<file path="src/rtl/imm_encoder.sv">
// Searches the 16 even rotations (lowest first) for an 8-bit immediate that reproduces value.
// Define IMM_ENCODER_FASTPATH_EN to finish values below 256 straight from IDLE.
module imm_encoder (
    input  logic        clk,
    input  logic        rst,
    input  logic        start,
    input  logic [31:0] value,
    output logic        busy,
    output logic        done,
    output logic        valid,
    output logic [3:0]  imm_rotate,
    output logic [7:0]  imm_8
);

    typedef enum logic [1:0] {
        IDLE   = 2'd0,
        SEARCH = 2'd1,
        DONE   = 2'd2
    } state_t;

    state_t      state_q;
    logic [31:0] val_q;
    logic [3:0]  cnt_q;
    logic        valid_q;
    logic [3:0]  rot_q;
    logic [7:0]  imm_q;

    logic [4:0]  shamt_d;
    logic [31:0] cand_d;
    logic        hit_d;

    // A right shift by 32 yields zero, so r=0 needs no special case.
    always_comb begin
        shamt_d = {cnt_q, 1'b0};
        cand_d  = (val_q << shamt_d) | (val_q >> (6'd32 - {1'b0, shamt_d}));
        hit_d   = (cand_d[31:8] == 24'd0);
    end

    always_ff @(posedge clk) begin
        if (rst) begin
            state_q <= IDLE;
            val_q   <= 32'd0;
            cnt_q   <= 4'd0;
            valid_q <= 1'b0;
            rot_q   <= 4'd0;
            imm_q   <= 8'd0;
        end else begin
            case (state_q)
                IDLE: begin
                    if (start) begin
                        val_q <= value;
                        cnt_q <= 4'd0;
`ifdef IMM_ENCODER_FASTPATH_EN
                        if (value[31:8] == 24'd0) begin
                            valid_q <= 1'b1;
                            rot_q   <= 4'd0;
                            imm_q   <= value[7:0];
                            state_q <= DONE;
                        end else begin
                            state_q <= SEARCH;
                        end
`else
                        state_q <= SEARCH;
`endif
                    end
                end
                SEARCH: begin
                    if (hit_d) begin
                        valid_q <= 1'b1;
                        rot_q   <= cnt_q;
                        imm_q   <= cand_d[7:0];
                        state_q <= DONE;
                    end else if (cnt_q == 4'd15) begin
                        valid_q <= 1'b0;
                        rot_q   <= 4'd0;
                        imm_q   <= 8'd0;
                        state_q <= DONE;
                    end else begin
                        cnt_q <= cnt_q + 4'd1;
                    end
                end
                DONE:    state_q <= IDLE;
                default: state_q <= IDLE;
            endcase
        end
    end

    assign busy       = (state_q == SEARCH);
    assign done       = (state_q == DONE);
    assign valid      = valid_q;
    assign imm_rotate = rot_q;
    assign imm_8      = imm_q;

endmodule
</file>
<file path="config.mk">
export PLATFORM = sky130hd
export DESIGN_NAME = imm_encoder
export DESIGN_NICKNAME = d
export VERILOG_FILES = /design/src/rtl/imm_encoder.sv
export SDC_FILE = /design/constraint.sdc
export NUM_CORES = 1
export LEC_CHECK = 0
export BUFFER_PORTS_ARGS = -buffer_cell sky130_fd_sc_hd__buf_2
export CAP_MARGIN = 20
export CORE_ASPECT_RATIO = 0.6
export CORE_MARGIN = 4
export CORE_UTILIZATION = 65
export CTS_BUF_LIST = sky130_fd_sc_hd__clkbuf_8
export CTS_CLUSTER_DIAMETER = 150
export CTS_CLUSTER_SIZE = 30
export DETAILED_ROUTE_END_ITERATION = 10
export HOLD_SLACK_MARGIN = 0.12
export PLACE_DENSITY = 0.86
export SLEW_MARGIN = 5
export SYNTH_ARGS = -nofsm -noshare
export SYNTH_HDL_FRONTEND = slang
export SYNTH_SLANG_ARGS = --single-unit
</file>
<file path="constraint.sdc">
create_clock -name clk -period 8 [get_ports clk]
set_clock_uncertainty 0.05 [all_clocks]
set_input_delay 0.4 -clock clk [delete_from_list [all_inputs] [get_ports clk]]
set_output_delay 0.4 -clock clk [all_outputs]
set_load 0.02 [all_outputs]
</file>
# Yosys cells after proc, flatten, opt, wreduce, memory -nomap -nowiden
# Cells that the tools add are included.
# classes
add_sub_neg	2
n_eq_ne	7
n_shift	2
n_mux	14
bitwise	1
reduce_logical	8
# op_table
op	n
bitwise OR 32 bit	1
left shift 32 x 5 -> 32 bit	1
right shift 32 x 6 -> 32 bit	1
zero test 24 bit	1
2-to-1 mux 4 bit	5
2-to-1 mux 8 bit	2
one-hot mux 4 bit (2 select lines)	1
2-to-1 mux 2 bit	3
!= test 2 bit, second input constant	3
AND reduction 2 bit	3
subtractor 6 x 5 -> 6 bit, first input constant	1
adder 4 x 1 -> 4 bit, second input constant	1
== test 4 bit, second input constant	1
one-hot mux 2 bit (2 select lines)	1
AND reduction 4 bit	1
nonzero test 2 bit	2
!= test 3 x 1 -> 1 bit, second input constant	1
== test 2 x 1 -> 1 bit, second input constant	1
== test 2 bit, second input constant	1
zero test 2 bit	1
2-to-1 mux 1 bit	2
# word_totals
reg_bits	51
inputBits	35
output_inout_bits	15
elab_cells	40

# Logic depth before layout (Yosys ltp)
# Gate-level depths: netlist of run 1.
# depth
ltp_word	6
depth_mapped	16
depth_no_buf	10

# Least setup slack after synthesis of run 1
# OpenSTA, ideal clock, no wires.
# synth_path
path_type	flip-flop to flip-flop
startpoint	reg cnt_q[0]
endpoint	reg rot_q[2] (netlist: imm_rotate[2])
setup_ps	95
arrival_ps	3671
t_required_ps	7855
slack_ps	4183
path_stages_with_launch	16
n_path_buf	5
synth_period_minus_slack_ps	3817
path_cell_list	dfxtp_1 -> buf_2 -> buf_2 -> buf_2 -> inv_2 -> ha_1 -> clkbuf_1 -> buf_1 -> mux4_2 -> nor4_1 -> a31o_2 -> o41ai_1 -> a311oi_2 -> o21ai_2 -> or3_1 -> o311ai_1
# synth_between
elab_chain_len	6
word_cells_on_any_way	9
classes_between	add/sub: 1; eq/ne: 1; shift: 2; mux: 1; bitwise: 1; reduce/logical: 3
# synth_lines
element	line_no	rtl
start, declared	23	logic [3:0] cnt_q;
start signal, assigned	79	cnt_q <= cnt_q + 4'd1;
subtractor 6 x 5 -> 6 bit	35	cand_d = (val_q << shamt_d) | (val_q >> (6'd32 - {1'b0, shamt_d}));
right shift 32 x 6 -> 32 bit	35	
bitwise OR 32 bit	35	
zero test 24 bit	36	hit_d = (cand_d[31:8] == 24'd0);
nonzero test 2 bit (no line)	-	
AND reduction 2 bit (no line)	-	
end signal, assigned	70	rot_q <= cnt_q;
end, declared	25	logic [3:0] rot_q;
# Several ways; a longest one is shown, not always the timed one.
# A chain may end at the register's enable or synchronous reset.

# Worst setup path in the final report of run 1
# layout_path
startpoint	reg cnt_q[1]
endpoint	reg cnt_q[0]
# layout_between
elab_chain_len	6
word_cells_on_any_way	9
classes_between	add/sub: 1; eq/ne: 3; shift: 2; bitwise: 1; reduce/logical: 2
# layout_lines
element	line_no
subtractor 6 x 5 -> 6 bit	35
right shift 32 x 6 -> 32 bit	35
bitwise OR 32 bit	35
zero test 24 bit	36
!= test 2 bit (no line)	-
AND reduction 4 bit (no line) *	-
# Every way passes the cells marked *; elsewhere a longest branch is shown, timed or not.

==> results.toml, run 1 <==
[power_and_ir_drop]
max-vdd-ir-drop_mv = 0.0971
powerDensity_mw_per_mm2 = 161
p_leak_uw = 0.00150

[critical_path]
crit_path_start_kind = "flop"
crit_family = "compound AO/OA/AOI/OAI gates"
crit_path_cell_trace = "clkinv_1 -> ha_1 -> buf_4 -> mux4_2 -> or4_1 -> nor4_2 -> a311oi_1 -> a311oi_2 -> o21a_1 -> o21ai_0 -> o22ai_1"
crit_required_ps = 8190
r2r-end = "cnt_q[0]"
r2r_slack_ps = 2620
crit_path_end = "cnt_q[0]"
cp-startpoint = "cnt_q[1]"
path_class = "reg -> reg"
slowest_delay_ps = 1000
end_kind = "flop"
rr_startpoint = "cnt_q[1]"
critPathArrivalTime_ps = 5560
cp_slowest_cell = "dfxtp_1"
crit_path_max_fanout = 31
crit_buf_inv = 2
worst-path-stages = 11
rr_worst_depth = 11

[route]
wl_microns = 11200
avgViaCountPerCell = 6.63
drtPass1Iterations = 5
drc = 0
antenna_left = 0
detail_route.wl_per_cell_microns = 18.8
drt_iter0_markers = 470
vias = 3952

[clock_network]
root_buffer = "clkbuf_8"
htree_levels = 2
postCtsSetupBuffers = 0
path_clk_slew_ps = 100
clock-sinks = 51
cts_tree = "done"
cts_hold_buf = 0
clk_latency_ps = 310
cts_buffers = 5
ctsLongestPathBuffers = 2
cts_resized = 0

[global_route]
grt_use_total_pct = 32.0
antenna_found_initial = 0
grt_overflow_total = 0
grt_max_degree = 71
grt_pass1_wl_microns = 18000
grt_pass1_vias = 3433

[final_layout]
layout_common_cells = "nand2_1, a21oi_1, dfxtp_1"
fillerInstances = 473
drive_gt1_share_pct = 18.8
n_antenna_cell = 0
final_common_cell = "nand2_1"
syn2layout_area_growth_pct = 8.50
fin_util_pct = 73.3
nNetsFinal = 552

[logic_synthesis]
synth_cell_types = 57
synthCells = 499
syn_nets = 536
yosysWarnings = 0
yosysSeqAreaShare_pct = 26.9
syn_area_sq_mm = 0.00380
yosys_register_bits = 51
synth_area_per_cell_sq_um = 7.61
synth_edf_count = 0
synth_ff_type = "dfxtp_1"
async_flop_share_pct = 0

[die]
core-area_sq_mm = 0.00562
die_w_microns = 107
rows = 21
start_util_pct = 67.5
io_pins = 50
die_h_microns = 67.2
die_area_sq_mm = 0.00717

[min_path]
min_path_type = "in -> reg"

[place]
io_buffers = 49
gp_congestion = 1.01
place_hpwl_microns = 7970

[sta]
hold_viol_final = 0
timing.final.crit_share_pct = 67.2
fin_setup_tns_ps = 0
finalCriticalPeriod_ps = 5380
fmax_ghz = 0.186
relSlewSlack_pct = 32.4
rsz0062_at_grt = "no"
final-setup-viol-count = 0
tightestPinTransition_ps = 1010
slew_viol_final = 0

[status]
status = "completed"

[job]
drv_cap = 0
-- cells by family (layout without fill, tap and decap cells) --
| family | count (synthesis) | after routing | share of synthesized area (%) |
|---|---|---|---|
| xor+xnor | 2 | 2 | 0.461 |
| buf+inv | 55 | 72 | 5.77 |
| fa+ha+maj | 2 | 2 | 0.659 |
| compound gates | 132 | 132 | 21.4 |
| mux | 47 | 47 | 20.3 |
| simple gates | 210 | 210 | 24.5 |
| flops | 51 | 51 | 26.9 |
-- Yosys cell counts (3+ instances only) --
master / instances / area share (%)
mux2i_1: 22 / 5.8
a32oi_1: 4 / 0.92
inv_1: 6 / 0.59
o21ai_0: 26 / 3.4
a21oi_1: 56 / 7.4
nand2_1: 113 / 11
a41oi_1: 3 / 0.69
a31oi_1: 10 / 1.6
nor2_1: 37 / 3.7
or2_2: 4 / 0.66
clkbuf_1: 33 / 3.3
buf_2: 10 / 1.3
nand3_1: 12 / 1.6
nor3_1: 11 / 1.4
dfxtp_1: 51 / 27
o31ai_1: 3 / 0.59
and2_1: 4 / 0.66
a211oi_1: 4 / 0.79
buf_1: 3 / 0.30
nand2b_1: 3 / 0.49
nor4_1: 13 / 2.1
mux4_2: 24 / 14
nor3b_1: 3 / 0.59
-- area by class of cell --
type | instances | area [sq um] | share of cell area, %
multi-input combinational | 393 | 2560 | 62.1
sequential | 51 | 1020 | 24.8
timing repair buffer | 55 | 318 | 7.71
tap | 80 | 100 | 2.43
clock buffer | 5 | 68.8 | 1.67
inverter | 9 | 33.8 | 0.820
clock inverter | 3 | 20.0 | 0.486
-- how the worst min path moves through the flow --
stage	endpoint	cells past startpoint	startpoint	slack (ps)
floorplan	val_q[7]	2	val_q[7]	440
global placement	valid	2	valid	410
detailed placement	imm_rotate[3]	2	imm_rotate[3]	420
CTS	val_q[24]	3	value[24]	260
global route	val_q[25]	3	value[25]	260
finish	val_q[22]	3	value[22]	260
-- per-stage QoR --
step / instance area, sq um / total power, uW / hold WS, ps / instances / setup WS, ps
floorplan: 3800 / 451 / 436 / 499 / 4180
global placement: 3990 / 497 / 408 / 586 / 2870
detailed placement: 3990 / 504 / 424 / 586 / 2770
CTS: 4080 / 653 / 261 / 594 / 2740
global route: 4120 / 700 / 264 / 596 / 2340
finish: 4120 / 665 / 264 / 596 / 2620
-- flip-flops by register name, indices dropped and copies added, names as in the netlist --
name / flops
cnt_q: 4
val_q: 32
imm_rotate: 4
imm_8: 8
valid: 1
state_q: 2
-- report_power, final --
group / internal, uW / leakage [uW] / switching [uW]
clock network: 61.9 / 0.0000460 / 92.3
registers: 266 / 0.000417 / 28.0
logic: 91.4 / 0.00104 / 125
total: 420 / 0.00150 / 245
-- worst register-to-register path: cells and delay by family (launching register included) --
kind | cells | cell delay, ps
AND/OR/NAND/NOR | 2 | 730
adder cells (fa/ha/maj) | 1 | 770
buffers and inverters | 2 | 1020
AO/OA/AOI/OAI | 5 | 1350
flip-flops | 1 | 1000
multiplexers | 1 | 390
-- routing by layer --
| layer | share of wire (%) | GRT usage, % |
|---|---|---|
| met1 | 42 | 46.5 |
| met2 | 42 | 46.6 |
| met3 | 14 | 10.5 |
| met4 | 0.74 | 5.10 |
| met5 | 0.55 | 6.43 |
No activity file was read; power rests on OpenSTA's default activity.
==> run 2, diff against run 1 <==
--- a/config.mk
+++ b/config.mk
@@ -5,17 +5,18 @@
 export SDC_FILE = /design/constraint.sdc
 export NUM_CORES = 1
 export LEC_CHECK = 0
+export ABC_AREA = 1
 export BUFFER_PORTS_ARGS = -buffer_cell sky130_fd_sc_hd__buf_2
 export CAP_MARGIN = 20
 export CORE_ASPECT_RATIO = 0.6
 export CORE_MARGIN = 4
-export CORE_UTILIZATION = 65
+export CORE_UTILIZATION = 55
 export CTS_BUF_LIST = sky130_fd_sc_hd__clkbuf_8
 export CTS_CLUSTER_DIAMETER = 150
 export CTS_CLUSTER_SIZE = 30
 export DETAILED_ROUTE_END_ITERATION = 10
 export HOLD_SLACK_MARGIN = 0.12
-export PLACE_DENSITY = 0.86
+export PLACE_DENSITY = 0.77
 export SLEW_MARGIN = 5
 export SYNTH_ARGS = -nofsm -noshare
 export SYNTH_HDL_FRONTEND = slang
==> constraint.sdc (replaced) <==
create_clock -name clk -period 4.7 [get_ports clk]
set_clock_uncertainty 0.05 [all_clocks]
set_input_delay 0.235 -clock clk [delete_from_list [all_inputs] [get_ports clk]]
set_output_delay 0.235 -clock clk [all_outputs]
set_load 0.02 [all_outputs]
==> results.toml, run 2 <==
[status]
status = "completed"

[global_route]
antenna_found_initial = 0
grt_max_degree = 41
grt_pass1_vias = 4320
grt_use_total_pct = 32.2
grt_pass1_wl_microns = 21500
grt_overflow_total = 0

[place]
io_buffers = 49
dp_cells = 788
gp_congestion = 0.985
place_hpwl_microns = 9720

[critical_path]
critPathArrivalTime_ps = 3950
crit_path_start_kind = "flop"
end_kind = "flop"
crit_required_ps = 4920
path_class = "reg -> reg"
crit_path_max_fanout = 37

[logic_synthesis]
yosysWarnings = 0
synth_cell_types = 31
synthCells = 687
yosys.area.top_type_share_pct = 26.4
async_flop_share_pct = 0
synth_edf_count = 0
synthXorXnorAreaFrac_pct = 0.420
synthAdderAreaFrac_pct = 0.647
yosysMostFrequentCell = "nand2_1"
yosys.area.top_type = "dfxtp_1"
yosysSeqAreaShare_pct = 26.4
synth_compound_gate_area_share_pct = 15.7
ys_top_cells_by_count = "nand2_1, nand3_1, nor2_1"
synth_area_per_cell_sq_um = 5.63
syn_nets = 724
synthMuxAreaShare_pct = 0
yosys_register_bits = 51
yosys.area_share.simple_pct = 48.4
synth_top_family_by_area = "simple AND/OR/NAND/NOR gates"
synth_ff_type = "dfxtp_1"
syn_area_sq_mm = 0.00387
synthTopCellsByArea = "dfxtp_1, nand2_1, nand3_1"

[die]
die_area_sq_mm = 0.00848
start_util_pct = 57.2
rows = 23
die_h_microns = 73.0
io_pins = 50
core-area_sq_mm = 0.00676
die_w_microns = 116

[sta]
final-setup-viol-count = 0
slew_viol_final = 0
relSlewSlack_pct = 33.5
finalCriticalPeriod_ps = 3730
tightestPinTransition_ps = 997
timing.final.crit_share_pct = 79.4
fin_setup_tns_ps = 0
rsz0062_at_grt = "no"
hold_viol_final = 0
fmax_ghz = 0.268

[final_layout]
fin_cells = 815
top_register = "val_q"
syn2layout_area_growth_pct = 12.4
layout_common_cells = "nand2_1, nor2_1, nand3_1"
drive_gt1_share_pct = 9.89
n_antenna_cell = 0
nNetsFinal = 764
largest_reg_flops = 32
final_common_cell = "nand2_1"

[route]
antenna_left = 0
avgViaCountPerCell = 6.05
drt_iter0_markers = 858
wl_microns = 13300
drc = 0
drtPass1Iterations = 7
vias = 4933
detail_route.wl_per_cell_microns = 16.4

[job]
drv_cap = 0

[clock_network]
cts_tree = "done"
postCtsSetupBuffers = 0
cts_resized = 0
clock-sinks = 51
root_buffer = "clkbuf_8"
cts_buffers = 5
ctsLongestPathBuffers = 2
clk_latency_ps = 330
htree_levels = 2
cts_hold_buf = 17
path_clk_slew_ps = 100

[power_and_ir_drop]
p_leak_uw = 0.00217
powerDensity_mw_per_mm2 = 311
max-vdd-ir-drop_mv = 0.205

[min_path]
min_path_type = "in -> reg"
run 2: cell type report:
class                      instances  area [sq um]
fill                             655          2410
inverter                          31           116
clock buffer                       5          68.8
clock inverter                     3          42.5
timing repair buffer              73           473
tap                               87           109
sequential                        51          1020
multi-input combinational        565          2520
run 2: path summary, 6_finish.rpt:
path	start	endpoint	slack, ps	cells past startpoint
hold / removal	value[1]	val_q[1]	120	3
hold reg to reg	imm_8[3]	imm_8[3]	430	2
setup / recovery	cnt_q[0]	cnt_q[3]	970	18
setup reg to reg	cnt_q[0]	cnt_q[3]	970	18
run 2: logic make-up after synthesis:
family / count (synthesis)
AO/OA/AOI/OAI: 111
XOR/XNOR: 1
adder cells (fa/ha/maj): 2
buffers and inverters: 71
flip-flops: 51
AND/OR/NAND/NOR: 451
run 2: power breakdown:
part           switching (uW)  internal, uW  total (uW)  leakage [uW]
Clock                     170           159         329     0.0000599
Sequential               29.1           457         486      0.000419
Combinational             363           174         537       0.00169
Total                     563           790        1350       0.00217
run 2: per-stage QoR:
stage | total power, uW | hold slack [ps] | utilization [%] | cell area, sq um | setup WS, ps
floorplan | 881 | 254 | - | 3870 | 2020
global placement | 994 | 417 | 59.8 | 4050 | 1270
detailed placement | 995 | 419 | 59.8 | 4050 | 1090
CTS | 1330 | 121 | 64.0 | 4330 | 1050
global route | 1430 | 124 | 64.3 | 4350 | 682
finish | 1350 | 124 | 64.3 | 4350 | 969
run 2: metal layers:
layer / vias up / track usage (%) / wire length (microns)
li1: 2350 / - / -
met1: 2198 / 46.4 / 6000
met2: 343 / 44.2 / 5140
met3: 42 / 12.7 / 1910
met4: 0 / 8.49 / 292
met5: - / 0 / 0
run 2: worst max-delay path, stage by stage (launching register included):
cell     delay (ps)
dfxtp_1         330
inv_2           450
ha_1            340
buf_4           250
inv_2           370
nand3_1         140
nand2_1         150
nand2_1          70
nand2_1          90
nand2_1          50
nor2_1          100
nand3_1          90
nand2_1         110
nand3_2         100
nor2_4          280
nand2_2         300
nand3_1         230
nor2_1           60
nor2_1          120
